**config.mk**
```make
export PLATFORM = sky130hd
export DESIGN_NAME = bomb_spawner
export DESIGN_NICKNAME = d
export VERILOG_FILES = /design/src/rtl/bomb_spawner.sv
export SDC_FILE = /design/constraint.sdc
export NUM_CORES = 1
export LEC_CHECK = 0
export CORE_UTILIZATION = 48
export CTS_CLUSTER_DIAMETER = 100
export DETAILED_ROUTE_END_ITERATION = 8
export PLACE_DENSITY = 0.83
export REMOVE_ABC_BUFFERS = 1
export SYNTH_ARGS = -nofsm -noshare
export SYNTH_HDL_FRONTEND = slang
export SYNTH_SLANG_ARGS = --single-unit
```
**constraint.sdc**
```tcl
create_clock -name clk -period 4.13 [get_ports clk]
set_clock_uncertainty 0.2 [all_clocks]
set_input_delay 0.826 -clock clk [delete_from_list [all_inputs] [get_ports clk]]
set_output_delay 0.826 -clock clk [all_outputs]
set_load 0.03 [all_outputs]
```
**src/rtl/bomb_spawner.sv**
```systemverilog
// bomb_spawner: three-slot falling-bomb manager fed by the LFSR random bytes.
// Spawns, advances and collides bombs once per enabled frame tick; all outputs registered.
module bomb_spawner #(
  parameter int SCREEN_H        = 480,
  parameter int BOMB_SIZE       = 16,
  parameter int FALL_STEP       = 4,
  parameter int SPAWN_FRAMES    = 30,
  parameter int X_OFFSET        = 64,
  parameter int PLAYER_Y        = 448,
  parameter int PLAYER_W        = 32,
  parameter int COOLDOWN_FRAMES = 60
) (
  input  logic       clk,
  input  logic       rst,
  input  logic       frame_tick,
  input  logic       enable,
  input  logic [7:0] rand_num0,
  input  logic [7:0] rand_num1,
  input  logic [7:0] rand_num2,
  input  logic [9:0] player_x,
  output logic [2:0] bomb_valid,
  output logic [9:0] bomb_x0,
  output logic [9:0] bomb_x1,
  output logic [9:0] bomb_x2,
  output logic [9:0] bomb_y0,
  output logic [9:0] bomb_y1,
  output logic [9:0] bomb_y2,
  output logic       hit,
  output logic [7:0] dodge_cnt
);

  localparam int SW = (SPAWN_FRAMES > 1) ? $clog2(SPAWN_FRAMES) : 1;
  localparam int CW = (COOLDOWN_FRAMES > 1) ? $clog2(COOLDOWN_FRAMES) : 1;
  localparam logic [SW-1:0] SPAWN_LAST = SW'(SPAWN_FRAMES - 1);
  localparam logic [CW-1:0] COOL_LAST  = CW'(COOLDOWN_FRAMES - 1);
  localparam logic [10:0]   STEP_W     = 11'(FALL_STEP);
  localparam logic [10:0]   SIZE_W     = 11'(BOMB_SIZE);
  localparam logic [10:0]   SCREEN_W   = 11'(SCREEN_H);
  localparam logic [10:0]   PY_W       = 11'(PLAYER_Y);
  localparam logic [10:0]   PW_W       = 11'(PLAYER_W);
  localparam logic [9:0]    XOFF_W     = 10'(X_OFFSET);

  typedef enum logic [0:0] {
    ST_RUN      = 1'b0,
    ST_COOLDOWN = 1'b1
  } state_t;

  state_t          state_q, state_d;
  logic [2:0]      valid_q, valid_d;
  logic [2:0][9:0] x_q, x_d;
  logic [2:0][9:0] y_q, y_d;
  logic            hit_q, hit_d;
  logic [7:0]      dodge_q, dodge_d;
  logic [SW-1:0]   spawn_cnt_q, spawn_cnt_d;
  logic [CW-1:0]   cool_cnt_q, cool_cnt_d;

  logic             active_s;
  logic [2:0][7:0]  rand_s;
  logic [2:0][10:0] y_next_s;
  logic [2:0]       collide_s;
  logic [2:0]       exit_s;
  logic [1:0]       exit_num_s;
  logic [8:0]       dodge_sum_s;
  logic             any_hit_s;

  function automatic logic [9:0] spawn_x(input logic [7:0] r);
    return {1'b0, r, 1'b0} + XOFF_W;
  endfunction

  assign active_s = frame_tick & enable;
  assign rand_s   = {rand_num2, rand_num1, rand_num0};

  // Per-slot fall, collision and exit evaluation, 11-bit wide so nothing wraps.
  always_comb begin
    y_next_s  = {33{1'b0}};
    collide_s = 3'b000;
    exit_s    = 3'b000;
    for (int i = 0; i < 3; i++) begin
      y_next_s[i]  = {1'b0, y_q[i]} + STEP_W;
      collide_s[i] = valid_q[i]
                   & ({1'b0, x_q[i]} < ({1'b0, player_x} + PW_W))
                   & (({1'b0, x_q[i]} + SIZE_W) > {1'b0, player_x})
                   & ((y_next_s[i] + SIZE_W) > PY_W);
      exit_s[i]    = valid_q[i] & ~collide_s[i] & (y_next_s[i] >= SCREEN_W);
    end
    exit_num_s  = {1'b0, exit_s[0]} + {1'b0, exit_s[1]} + {1'b0, exit_s[2]};
    dodge_sum_s = {1'b0, dodge_q} + {7'd0, exit_num_s};
    any_hit_s   = |collide_s;
  end

  // Next-state: slot updates, spawn, FSM and counters; everything holds off-tick.
  always_comb begin
    state_d     = state_q;
    valid_d     = valid_q;
    x_d         = x_q;
    y_d         = y_q;
    hit_d       = 1'b0;
    dodge_d     = dodge_q;
    spawn_cnt_d = spawn_cnt_q;
    cool_cnt_d  = cool_cnt_q;
    if (active_s) begin
      for (int i = 0; i < 3; i++) begin
        if (collide_s[i] || exit_s[i]) begin
          valid_d[i] = 1'b0;
        end else if (valid_q[i]) begin
          y_d[i] = y_next_s[i][9:0];
        end else begin
          y_d[i] = y_q[i];
        end
      end
      hit_d   = any_hit_s;
      dodge_d = dodge_sum_s[8] ? 8'hFF : dodge_sum_s[7:0];
      case (state_q)
        ST_RUN: begin
          if (spawn_cnt_q == SPAWN_LAST) begin
            spawn_cnt_d = {SW{1'b0}};
            // Only slots that were already free before this tick are eligible.
            if (!valid_q[0]) begin
              valid_d[0] = 1'b1;
              x_d[0]     = spawn_x(rand_s[0]);
              y_d[0]     = 10'd0;
            end else if (!valid_q[1]) begin
              valid_d[1] = 1'b1;
              x_d[1]     = spawn_x(rand_s[1]);
              y_d[1]     = 10'd0;
            end else if (!valid_q[2]) begin
              valid_d[2] = 1'b1;
              x_d[2]     = spawn_x(rand_s[2]);
              y_d[2]     = 10'd0;
            end else begin
              valid_d = valid_d;
            end
          end else begin
            spawn_cnt_d = spawn_cnt_q + SW'(1'b1);
          end
          if (any_hit_s) begin
            state_d     = ST_COOLDOWN;
            cool_cnt_d  = {CW{1'b0}};
            spawn_cnt_d = {SW{1'b0}};
          end else begin
            state_d = ST_RUN;
          end
        end
        ST_COOLDOWN: begin
          if (cool_cnt_q == COOL_LAST) begin
            state_d    = ST_RUN;
            cool_cnt_d = {CW{1'b0}};
          end else begin
            cool_cnt_d = cool_cnt_q + CW'(1'b1);
          end
        end
        default: begin
          state_d = ST_RUN;
        end
      endcase
    end else begin
      hit_d = 1'b0;
    end
  end

  // State and output registers.
  always_ff @(posedge clk or posedge rst) begin
    if (rst) begin
      state_q     <= ST_RUN;
      valid_q     <= 3'b000;
      x_q         <= 30'd0;
      y_q         <= 30'd0;
      hit_q       <= 1'b0;
      dodge_q     <= 8'd0;
      spawn_cnt_q <= {SW{1'b0}};
      cool_cnt_q  <= {CW{1'b0}};
    end else begin
      state_q     <= state_d;
      valid_q     <= valid_d;
      x_q         <= x_d;
      y_q         <= y_d;
      hit_q       <= hit_d;
      dodge_q     <= dodge_d;
      spawn_cnt_q <= spawn_cnt_d;
      cool_cnt_q  <= cool_cnt_d;
    end
  end

  assign bomb_valid = valid_q;
  assign bomb_x0    = x_q[0];
  assign bomb_x1    = x_q[1];
  assign bomb_x2    = x_q[2];
  assign bomb_y0    = y_q[0];
  assign bomb_y1    = y_q[1];
  assign bomb_y2    = y_q[2];
  assign hit        = hit_q;
  assign dodge_cnt  = dodge_q;

endmodule

```
==> results of run 1 <==
[per-layer routing]
metal	routed length [um]	up-vias	part of all wire [%]	track usage [%]
met5	0	-	0	0
met4	746	0	4.1	14.1
met3	1350	67	7.4	3.81
met2	8760	343	48	46.1
met1	7310	2937	40	35.4
li1	-	2725	-	-
[final cells by class]
class / instances / area share (%)
multi-input combinational: 520 / 49.2
sequential: 75 / 23.2
timing repair buffer: 179 / 19.9
clock buffer: 11 / 3.00
tap: 143 / 2.21
inverter: 30 / 1.42
clock inverter: 5 / 1.05
[path summary, 6_finish.rpt]
path	to	slack, ns	depth (start not counted)
max reg2reg	dodge_cnt[0]$_DFFE_PP0P_	-0.27	18
max in group asynchronous	bomb_x0[7]$_DFFE_PP0P_	2.24	3
min in group asynchronous	bomb_y1[6]$_DFFE_PP0P_	0.76	2
max	dodge_cnt[0]$_DFFE_PP0P_	-0.27	18
min	dodge_cnt[7]$_DFFE_PP0P_	0.34	1
min reg2reg	dodge_cnt[7]$_DFFE_PP0P_	0.34	1
[cell families after synthesis]
| kind of cell | count (synthesis) | share of synthesized area (%) |
|---|---|---|
| AND/OR/NAND/NOR | 249 | 21.6 |
| AO/OA/AOI/OAI | 155 | 19.1 |
| flip-flops | 75 | 32.6 |
| buffers and inverters | 68 | 5.21 |
| adder cells (fa/ha/maj) | 65 | 14.4 |
| XOR/XNOR | 23 | 3.50 |
| multiplexers | 19 | 3.58 |
| other | 1 | 0.0651 |
[synth_stat cells (3+ instances only)]
| master | instances |
|---|---|
| a211o_1 | 5 |
| a211oi_1 | 7 |
| a21boi_0 | 4 |
| a21o_1 | 10 |
| a21oi_1 | 24 |
| a31oi_1 | 12 |
| a32oi_1 | 3 |
| and3_1 | 11 |
| buf_2 | 6 |
| buf_4 | 10 |
| clkbuf_1 | 22 |
| dfrtp_1 | 75 |
| ha_1 | 63 |
| inv_1 | 30 |
| mux2_2 | 13 |
| mux2i_1 | 6 |
| nand2_1 | 80 |
| nand2b_1 | 6 |
| nand3_1 | 42 |
| nand4_1 | 14 |
| nand4b_1 | 5 |
| nor2_1 | 34 |
| nor2b_1 | 9 |
| nor3_1 | 17 |
| nor3b_1 | 3 |
| nor4_1 | 4 |
| o211ai_1 | 8 |
| o21ai_0 | 31 |
| o2bb2ai_1 | 4 |
| o311ai_0 | 3 |
| o31ai_1 | 6 |
| or2_2 | 4 |
| or3_1 | 5 |
| or4_1 | 5 |
| xnor2_1 | 17 |
| xor2_1 | 6 |
[registers in the layout, indices dropped and copies added (netlist names)]
register / count
bomb_valid: 3
bomb_x0: 9
bomb_x1: 9
bomb_x2: 9
bomb_y0: 8
bomb_y1: 8
bomb_y2: 8
cool_cnt_q: 6
dodge_cnt: 8
hit: 1
spawn_cnt_q: 5
state_q: 1
[per-stage QoR]
step	hold WS, ns	utilization, %	power (mW)
floorplan	0.292	-	2.86
global placement	0.304	63.0	3.80
detailed placement	0.318	63.0	3.89
CTS	0.336	68.6	4.89
global route	0.354	70.1	5.45
finish	0.342	70.1	5.18
[worst register-to-register path, delay by kind of cell (launching register included)]
kind | cells | cell delay [ns]
adder cells (fa/ha/maj) | 5 | 1.41
AND/OR/NAND/NOR | 7 | 0.96
XOR/XNOR | 1 | 0.14
AO/OA/AOI/OAI | 4 | 0.93
flip-flops | 1 | 0.44
buffers and inverters | 1 | 0.22
[power breakdown]
part           internal (mW)  total, mW  switching (mW)
combinational           1.34       2.97            1.63
clock                  0.549      0.881           0.331
sequential             0.960       1.33           0.371
[timing repair]
| action | CTS | global route |
|---|---|---|
| pin swaps | 21 | 10 |
| gates resized for setup | 71 | 23 |
| endpoints found under the setup margin | 8 | 14 |
| setup buffers | 8 | 6 |
| hold buffers | 0 | 0 |
==> results.json, run 1 <==
{
  "cp_slowest_cell": "fa_2",
  "violations": "design-rule violations, negative setup slack",
  "critPathCaptureType": "flip-flop",
  "post_drt_wl_per_cell_um": 18.9,
  "drc_errors": 8,
  "initial_core_util_pct": 49.8,
  "setup_ws_ns": -0.266,
  "synth_warnings": 0,
  "drt-total-wl_um": 18200,
  "track_usage_pct": 27.7,
  "grt_pass1_wl_um": 27700,
  "rsz0062_at_grt": "true",
  "setup.worst_path.start_class": "flip-flop",
  "drtPass1Iterations": 9,
  "nFillCells": 817,
  "timing.slew.headroom_pct": 27.6,
  "pwr_density_cell_mw_per_mm2": 639,
  "fin_area_mm2": 0.00810,
  "cts_root_buf": "clkbuf_16",
  "setup_tns_ns": -1.74,
  "pre_cts_ws_ns": -1.16,
  "antennaDiodeCount": 0,
  "cp_num_buf_inv": 1,
  "die-area_mm2": 0.0124,
  "seqCellArea_mm2": 0.00188,
  "gp_congestion": 0.879,
  "dpl_cell_area_mm2": 0.00729,
  "cpLargestDelayFamily": "adder cells",
  "area_growth_pct": 40.6,
  "maxCapViolCount": 0,
  "final_cell_mix": "clkdlybuf4s50_1 (90), nand2_1 (80), buf_4 (73)",
  "cts_sinks": 75,
  "dieHeight_um": 112,
  "dp_hpwl_um": 12100,
  "min_from": "dodge_cnt[7]$_DFFE_PP0P_",
  "htreeDepth": 3,
  "synth.yosys.seq_area_share_pct": 32.6,
  "nets": 918,
  "viasPerCell": 6.31,
  "finalSetupViolCount": 8,
  "synthFlopType": "dfrtp_1",
  "overflow": 0,
  "synthesis.instances": 655,
  "path_class": "reg2reg",
  "numPortBuffers": 100,
  "synth-edff-count": 0,
  "die_w_um": 112,
  "hold_path.class": "reg2reg",
  "drt_iter0_drc": 406,
  "grt_start_max_net_pins": 42,
  "ant_nets": 0,
  "num_vias": 6072,
  "worstPathArrival_ns": 4.46,
  "worstMarginPinSlew_ns": 1.09,
  "yosys_register_bits": 75,
  "io_pins": 110,
  "dp.cells": 933,
  "antenna_found_initial": 0,
  "max_stage_delay_ns": 0.56,
  "fin_cells": 963,
  "avgSynthCellArea_um2": 8.80,
  "clk_latency_ns": 0.34,
  "fin_crit_sh_pct": 106,
  "path_max_fanout": 6,
  "placementRows": 39,
  "drive_above_1_share_pct": 21.3,
  "critPathRequiredTime_ns": 4.19,
  "finalHoldViolCount": 0,
  "ys_async_sr_fraction_pct": 100,
  "ys_types": 75,
  "run_status": "finished, violations left",
  "path_cells": "ha_4, nand3_4, xnor2_2, ha_1, nand4_1, buf_4, nor2_4, o31ai_1, a311o_1, o31ai_4, nor2b_2, fa_2, ha_4, fa_2, nand3_2, nor2_4, nand4_1, o21ai_1",
  "vdd_drop_max_uv": 416,
  "synth_top_area_share_pct": 32.6,
  "yosysTopAreaCell": "dfrtp_1",
  "final_max_slew_viol_count": 0,
  "cts_tree": "done",
  "cts_buffer_depth": 2,
  "r2r_start": "bomb_x0[4]$_DFFE_PP0P_",
  "synthTopCellsByArea": "dfrtp_1 (33%), ha_1 (14%), nand2_1 (5.2%)",
  "min_period_ns": 4.40,
  "crit_start": "bomb_x0[4]$_DFFE_PP0P_",
  "layout_commonest_cell": "clkdlybuf4s50_1",
  "cts_buffers": 9,
  "syn_area_mm2": 0.00576,
  "fp.coreArea_mm2": 0.0116,
  "first_global_vias": 5732,
  "multiInputGateArea_mm2": 0.00399,
  "clkTransAtPathRegs_ns": 0.06,
  "power_leakage_nw": 3.59,
  "timing.fmax_mhz": 227
}
No activity file was read; power rests on OpenSTA's default activity.
==> inputs of run 2 (changes only) <==
- CORE_UTILIZATION: 48 -> 40
- PLACE_DENSITY: 0.83 -> 0.72
- SLEW_MARGIN: not set -> 20
==> run 2 against run 1 <==
- the run ends with negative setup slack left
- critical path depth decreased by 1
- register-to-register slack gained 0.18 ns
- hold slack got worse by 0.0048 ns
- power is 4.4% lower
- non-clock buffer count is 5 lower
- core utilization shrank 13 points
- cell count rose by 3.3%
- sequential power hardly changed
- clock power is 8.9% lower
- setup slack better by 0.16 ns
- count of clock-buffer cells in the layout fell by 2
- critical path type is now in2reg
==> results.json, run 2 (synthesized netlist as in run 1, its figures left out) <==
{
  "run_status": "finished, violations left",
  "violations": "negative setup slack",
  "r2r-end": "dodge_cnt[4]$_DFFE_PP0P_",
  "fin_crit_sh_pct": 103,
  "area_growth_pct": 38.2,
  "setup.worst_path.start_class": "input port",
  "die_w_um": 122,
  "worstMarginPinSlew_ns": 0.986,
  "cts_buffer_depth": 2,
  "path_cells": "dlygate4sd2_1, buf_4, xnor2_2, buf_4, ha_4, and4_4, a211oi_2, a31oi_2, o31ai_4, nor2b_4, fa_1, ha_2, fa_2, nand3_4, nor2_4, nand4_1, o21ai_0",
  "track_usage_pct": 24.2,
  "finalPower_mw": 4.95,
  "layout_commonest_cell": "clkdlybuf4s50_1",
  "setup_ws_ns": -0.105,
  "cpLargestDelayFamily": "adder cells",
  "min_from": "dodge_cnt[7]$_DFFE_PP0P_",
  "timing.fmax_mhz": 236,
  "gp_congestion": 0.940,
  "numPortBuffers": 100,
  "drc_errors": 0,
  "dp_hpwl_um": 12700,
  "drtPass1Iterations": 5,
  "min_period_ns": 4.24,
  "dieHeight_um": 122,
  "worstPathArrival_ns": 4.26,
  "post_drt_wl_per_cell_um": 17.2,
  "path_max_fanout": 6,
  "drt-total-wl_um": 17200,
  "maxCapViolCount": 0,
  "finalHoldViolCount": 0,
  "r2r_setup_slack_ns": -0.09,
  "cp_slowest_cell": "fa_1",
  "timing.slew.headroom_pct": 34.3,
  "grt_start_max_net_pins": 76,
  "max_stage_delay_ns": 0.45,
  "initial_core_util_pct": 41.2,
  "pwr_density_cell_mw_per_mm2": 622,
  "hold_path.class": "reg2reg",
  "clk_latency_ns": 0.36,
  "fp.coreArea_mm2": 0.0140,
  "rsz0062_at_grt": "true",
  "vdd_drop_max_uv": 245,
  "placementRows": 43,
  "clkTransAtPathRegs_ns": 0.06,
  "final_cell_mix": "clkdlybuf4s50_1 (92), nand2_1 (79), dfrtp_1 (74)",
  "whs_path_depth": 1,
  "drive_above_1_share_pct": 19.5,
  "antenna_found_initial": 0,
  "crit_top_cell": "buf_4",
  "nFillCells": 1235,
  "cts_tree": "done",
  "antennaDiodeCount": 0,
  "htreeDepth": 3,
  "power_leakage_nw": 3.55,
  "cp_num_buf_inv": 3,
  "holdWs_ns": 0.337,
  "path_class": "in2reg",
  "ant_nets": 0,
  "die-area_mm2": 0.0149,
  "finalSetupViolCount": 8,
  "cts_sinks": 75,
  "critPathRequiredTime_ns": 4.16,
  "first_global_vias": 5634,
  "cts_buffers": 9,
  "viasPerCell": 5.72,
  "nets": 913,
  "whs_endpoint": "dodge_cnt[7]$_DFFE_PP0P_",
  "cts_root_buf": "clkbuf_16",
  "rr_worst_depth": 17,
  "drt_iter0_drc": 392,
  "grt_pass1_wl_um": 27900,
  "critPathCaptureType": "flip-flop",
  "overflow": 0,
  "num_vias": 5688,
  "io_pins": 110,
  "r2r_start": "bomb_x0[4]$_DFFE_PP0P_",
  "final_max_slew_viol_count": 0,
  "cts_hold_buf": 0
}
[run 2: cell types whose count changed in the layout (fill, tap and decap cells not counted), moves of 3 or more]
cell / change
dfrtp_2: -3
clkinv_2: +3
ha_4: -5
buf_6: -5
ha_1: +6
dfrtp_1: +3
[run 2: final cells by class]
type	count	area, um^2	area share [%]
clock inverters	7	68.8	0.864
multi-input cells	520	3910	49.1
repair buffers	174	1540	19.4
flip-flops and latches	75	1880	23.6
well taps	180	225	2.83
inverters	30	115	1.45
clock buffers	9	225	2.83
[run 2: layer usage]
layer / vias up / part of all wire [%] / GRT usage [%]
met3: 25 / 4.2 / 2.76
met2: 181 / 48 / 39.9
li1: 2722 / - / -
met5: - / 0 / 0
met4: 0 / 2.2 / 10.8
met1: 2760 / 46 / 31.8
[run 2: power by group]
part | internal, mW | switching (mW) | total, mW
Sequential | 0.957 | 0.383 | 1.34
Combinational | 1.29 | 1.52 | 2.81
Clock | 0.465 | 0.338 | 0.803
Total | 2.71 | 2.24 | 4.95
[run 2: worst max-delay path by stage]
stage                     cells after the start                  endpoint                   start  slack [ns]
after floorplan                              16  dodge_cnt[0]$_DFFE_PP0P_             player_x[5]       -0.78
after global placement                       17  dodge_cnt[0]$_DFFE_PP0P_             player_x[5]       -1.01
after detailed placement                     17  dodge_cnt[0]$_DFFE_PP0P_             player_x[5]       -1.18
after CTS                                    18  dodge_cnt[0]$_DFFE_PP0P_  bomb_x0[5]$_DFFE_PP0P_       -0.10
after global routing                         17  dodge_cnt[1]$_DFFE_PP0P_             player_x[8]       -0.27
final                                        17  dodge_cnt[4]$_DFFE_PP0P_             player_x[8]       -0.11
[run 2: timing repair]
| action | 4_1_cts | 5_1_grt |
|---|---|---|
| endpoints found under the setup margin | 8 | 8 |
| resized for setup | 57 | 13 |
| pin swaps | 24 | 15 |
| buffers inserted | 5 | 4 |
| cloned | 0 | 0 |
[run 2: per-stage QoR]
step | setup WS (ns) | setup TNS (ns) | instance area (um^2) | cells | utilization [%]
final | -0.105 | -0.629 | 7960 | 995 | 56.9
after global routing | -0.269 | -1.85 | 7960 | 995 | 56.9
after CTS | -0.102 | -0.560 | 7870 | 991 | 56.3
after detailed placement | -1.18 | -12.28 | 7320 | 970 | 52.3
after global placement | -1.01 | -9.89 | 7320 | 970 | 52.3
after floorplan | -0.777 | -5.92 | 5610 | 625 | -
[run 2: worst register-to-register path: stages (launching register included)]
cell and delay (ns):
dfrtp_1 0.39, ha_4 0.18, nand3_4 0.08, xnor2_2 0.15
ha_1 0.31, nand4_1 0.17, a2111oi_4 0.31, o31ai_1 0.10
a311o_1 0.40, o31ai_4 0.25, nor2b_4 0.08, fa_1 0.45
ha_2 0.21, fa_2 0.38, nand3_4 0.09, nor2_4 0.04
nand4_1 0.18, o21ai_0 0.13
==> inputs of run 3 (changes only) <==
- CTS_BUF_LIST: not set -> sky130_fd_sc_hd__clkbuf_8
==> run 3 against run 2 <==
- the flow still finishes with violations (negative setup slack)
- hold slack gained 0.0037 ns
- register-to-register slack lost 0.03 ns
- via count grew 0.44%
- count of clock-buffer cells in the layout is the same
- combinational power is essentially flat
- routed wire length shrank 0.63%
- die area is the same
- critical path depth is the same
==> results.json, run 3 (synthesized netlist as in run 1, its figures left out) <==
{
  "nets": 914,
  "multiInputGateArea_mm2": 0.00388,
  "pre_cts_ws_ns": -1.18,
  "pwr_density_cell_mw_per_mm2": 602,
  "path_class": "reg2reg",
  "drive_above_1_share_pct": 19.4,
  "die_w_um": 122,
  "drt-total-wl_um": 17100,
  "htreeDepth": 3,
  "numPortBuffers": 100,
  "cpLargestDelayFamily": "adder cells",
  "fin_crit_sh_pct": 103,
  "final_max_slew_viol_count": 0,
  "ant_nets": 0,
  "seqCellArea_mm2": 0.00188,
  "run_status": "finished, violations left",
  "gp_congestion": 0.940,
  "finalPower_mw": 4.74,
  "io_pins": 110,
  "switching_share_pct": 46.7,
  "die-area_mm2": 0.0149,
  "r2r-end": "dodge_cnt[0]$_DFFE_PP0P_",
  "cp_num_buf_inv": 0,
  "maxCapViolCount": 0,
  "drtPass1Iterations": 5,
  "dieHeight_um": 122,
  "cts_tree": "done",
  "worstMarginPinSlew_ns": 1.01,
  "dp_hpwl_um": 12700,
  "fin_area_mm2": 0.00787,
  "num_vias": 5713,
  "clkPwrFrac_pct": 12.4,
  "antennaDiodeCount": 0,
  "hold_path.class": "reg2reg",
  "r2r_setup_slack_ns": -0.12,
  "cts_buffers": 9,
  "fin_util_pct": 56.2,
  "area_growth_pct": 36.5,
  "path_max_fanout": 6,
  "cts_root_buf": "clkbuf_8",
  "drt_iter0_drc": 347,
  "cts_sinks": 75,
  "viasPerCell": 5.74,
  "cp_slowest_cell": "fa_1",
  "final_cell_mix": "clkdlybuf4s50_1 (92), nand2_1 (79), dfrtp_1 (75)",
  "r2r_start": "bomb_x0[4]$_DFFE_PP0P_",
  "clk_latency_ns": 0.39,
  "min_period_ns": 4.25,
  "seq_power_share_pct": 28.2,
  "max_stage_delay_ns": 0.50,
  "power.share.combinational_pct": 59.3,
  "fp.coreArea_mm2": 0.0140,
  "drc_errors": 0,
  "worstPathArrival_ns": 4.36,
  "rr_worst_depth": 17,
  "p_switching_mw": 2.21,
  "critPathRequiredTime_ns": 4.24,
  "cp.depth": 17,
  "violations": "negative setup slack",
  "path_cells": "ha_4, nand3_4, xnor2_2, ha_1, nand4_1, a2111oi_4, o31ai_1, a311o_1, o31ai_4, nor2b_4, fa_1, ha_2, fa_2, nand3_4, nor2_4, nand4_1, o21ai_1",
  "layout_commonest_cell": "clkdlybuf4s50_1",
  "antenna_found_initial": 0,
  "grt_pass1_wl_um": 27600,
  "endpoint": "dodge_cnt[0]$_DFFE_PP0P_",
  "first_global_vias": 5591,
  "critPathCaptureType": "flip-flop",
  "timing.slew.headroom_pct": 32.6,
  "timing.fmax_mhz": 235,
  "finalHoldViolCount": 0,
  "placementRows": 43,
  "setup_ws_ns": -0.119,
  "clkTransAtPathRegs_ns": 0.09,
  "overflow": 0,
  "cts_buffer_depth": 2,
  "dpl_cell_area_mm2": 0.00732,
  "post_drt_wl_per_cell_um": 17.1,
  "power_leakage_nw": 3.52,
  "grt_start_max_net_pins": 76,
  "setup.worst_path.start_class": "flip-flop",
  "p_int_mw": 2.52,
  "cts_hold_buf": 0,
  "rsz0062_at_grt": "true",
  "track_usage_pct": 24.0,
  "crit_start": "bomb_x0[4]$_DFFE_PP0P_",
  "nFillCells": 1254,
  "finalSetupViolCount": 8,
  "initial_core_util_pct": 41.2,
  "vdd_drop_max_uv": 241
}
## run 3: worst register-to-register path, stage by stage, from the launching register on
cell	delay, ns
dfrtp_1	0.40
ha_4	0.18
nand3_4	0.08
xnor2_2	0.16
ha_1	0.31
nand4_1	0.17
a2111oi_4	0.31
o31ai_1	0.10
a311o_1	0.40
o31ai_4	0.25
nor2b_4	0.08
fa_1	0.50
ha_2	0.20
fa_2	0.24
nand3_4	0.09
nor2_4	0.11
nand4_1	0.23
o21ai_1	0.17
## run 3: cell type report
type | instances | share of cell area, %
Multi-Input combinational cell | 520 | 49.4
Sequential cell | 75 | 23.9
Timing Repair Buffer | 175 | 20.0
Tap cell | 180 | 2.86
Clock buffer | 9 | 1.57
Inverter | 30 | 1.46
Clock inverter | 7 | 0.875
## run 3: what timing repair did
action,4_1_cts,5_1_grt
endpoints found under the setup margin,8,8
gates resized for setup,55,10
pin swaps,24,16
setup buffers,5,4
## run 3: per-layer routing
layer	vias to the layer above	track usage (%)	wire, um
li1	2722	-	-
met1	2762	31.6	7770
met2	204	39.7	8020
met3	25	2.76	905
met4	0	10.1	356
met5	-	0	0
## run 3: metrics by stage
step                      cells  TNS [ns]  hold slack, ns
after CTS                   991    -0.609           0.336
final                       996    -0.732           0.341
after global placement      970     -9.89           0.305
after floorplan             625     -5.92           0.292
after detailed placement    970    -12.28           0.324
after global routing        996     -1.89           0.367
## run 3: power groups by stage
stage | clock [mW] | sequential (mW) | combinational [mW]
floorplan | 0 | 1.58 | 1.27
global placement | 0 | 1.30 | 2.52
detailed placement | 0 | 1.32 | 2.58
CTS | 0.598 | 1.33 | 2.75
global route | 0.629 | 1.38 | 3.07
finish | 0.589 | 1.34 | 2.81
## run 3: worst min-delay path by stage
stage	slack (ns)	startpoint	endpoint	cells after the start
floorplan	0.29	cool_cnt_q[1]$_DFFE_PP0P_	cool_cnt_q[1]$_DFFE_PP0P_	1
global placement	0.30	cool_cnt_q[1]$_DFFE_PP0P_	cool_cnt_q[1]$_DFFE_PP0P_	1
detailed placement	0.32	dodge_cnt[7]$_DFFE_PP0P_	dodge_cnt[7]$_DFFE_PP0P_	1
CTS	0.34	dodge_cnt[7]$_DFFE_PP0P_	dodge_cnt[7]$_DFFE_PP0P_	1
global route	0.37	dodge_cnt[7]$_DFFE_PP0P_	dodge_cnt[7]$_DFFE_PP0P_	1
finish	0.34	dodge_cnt[7]$_DFFE_PP0P_	dodge_cnt[7]$_DFFE_PP0P_	1
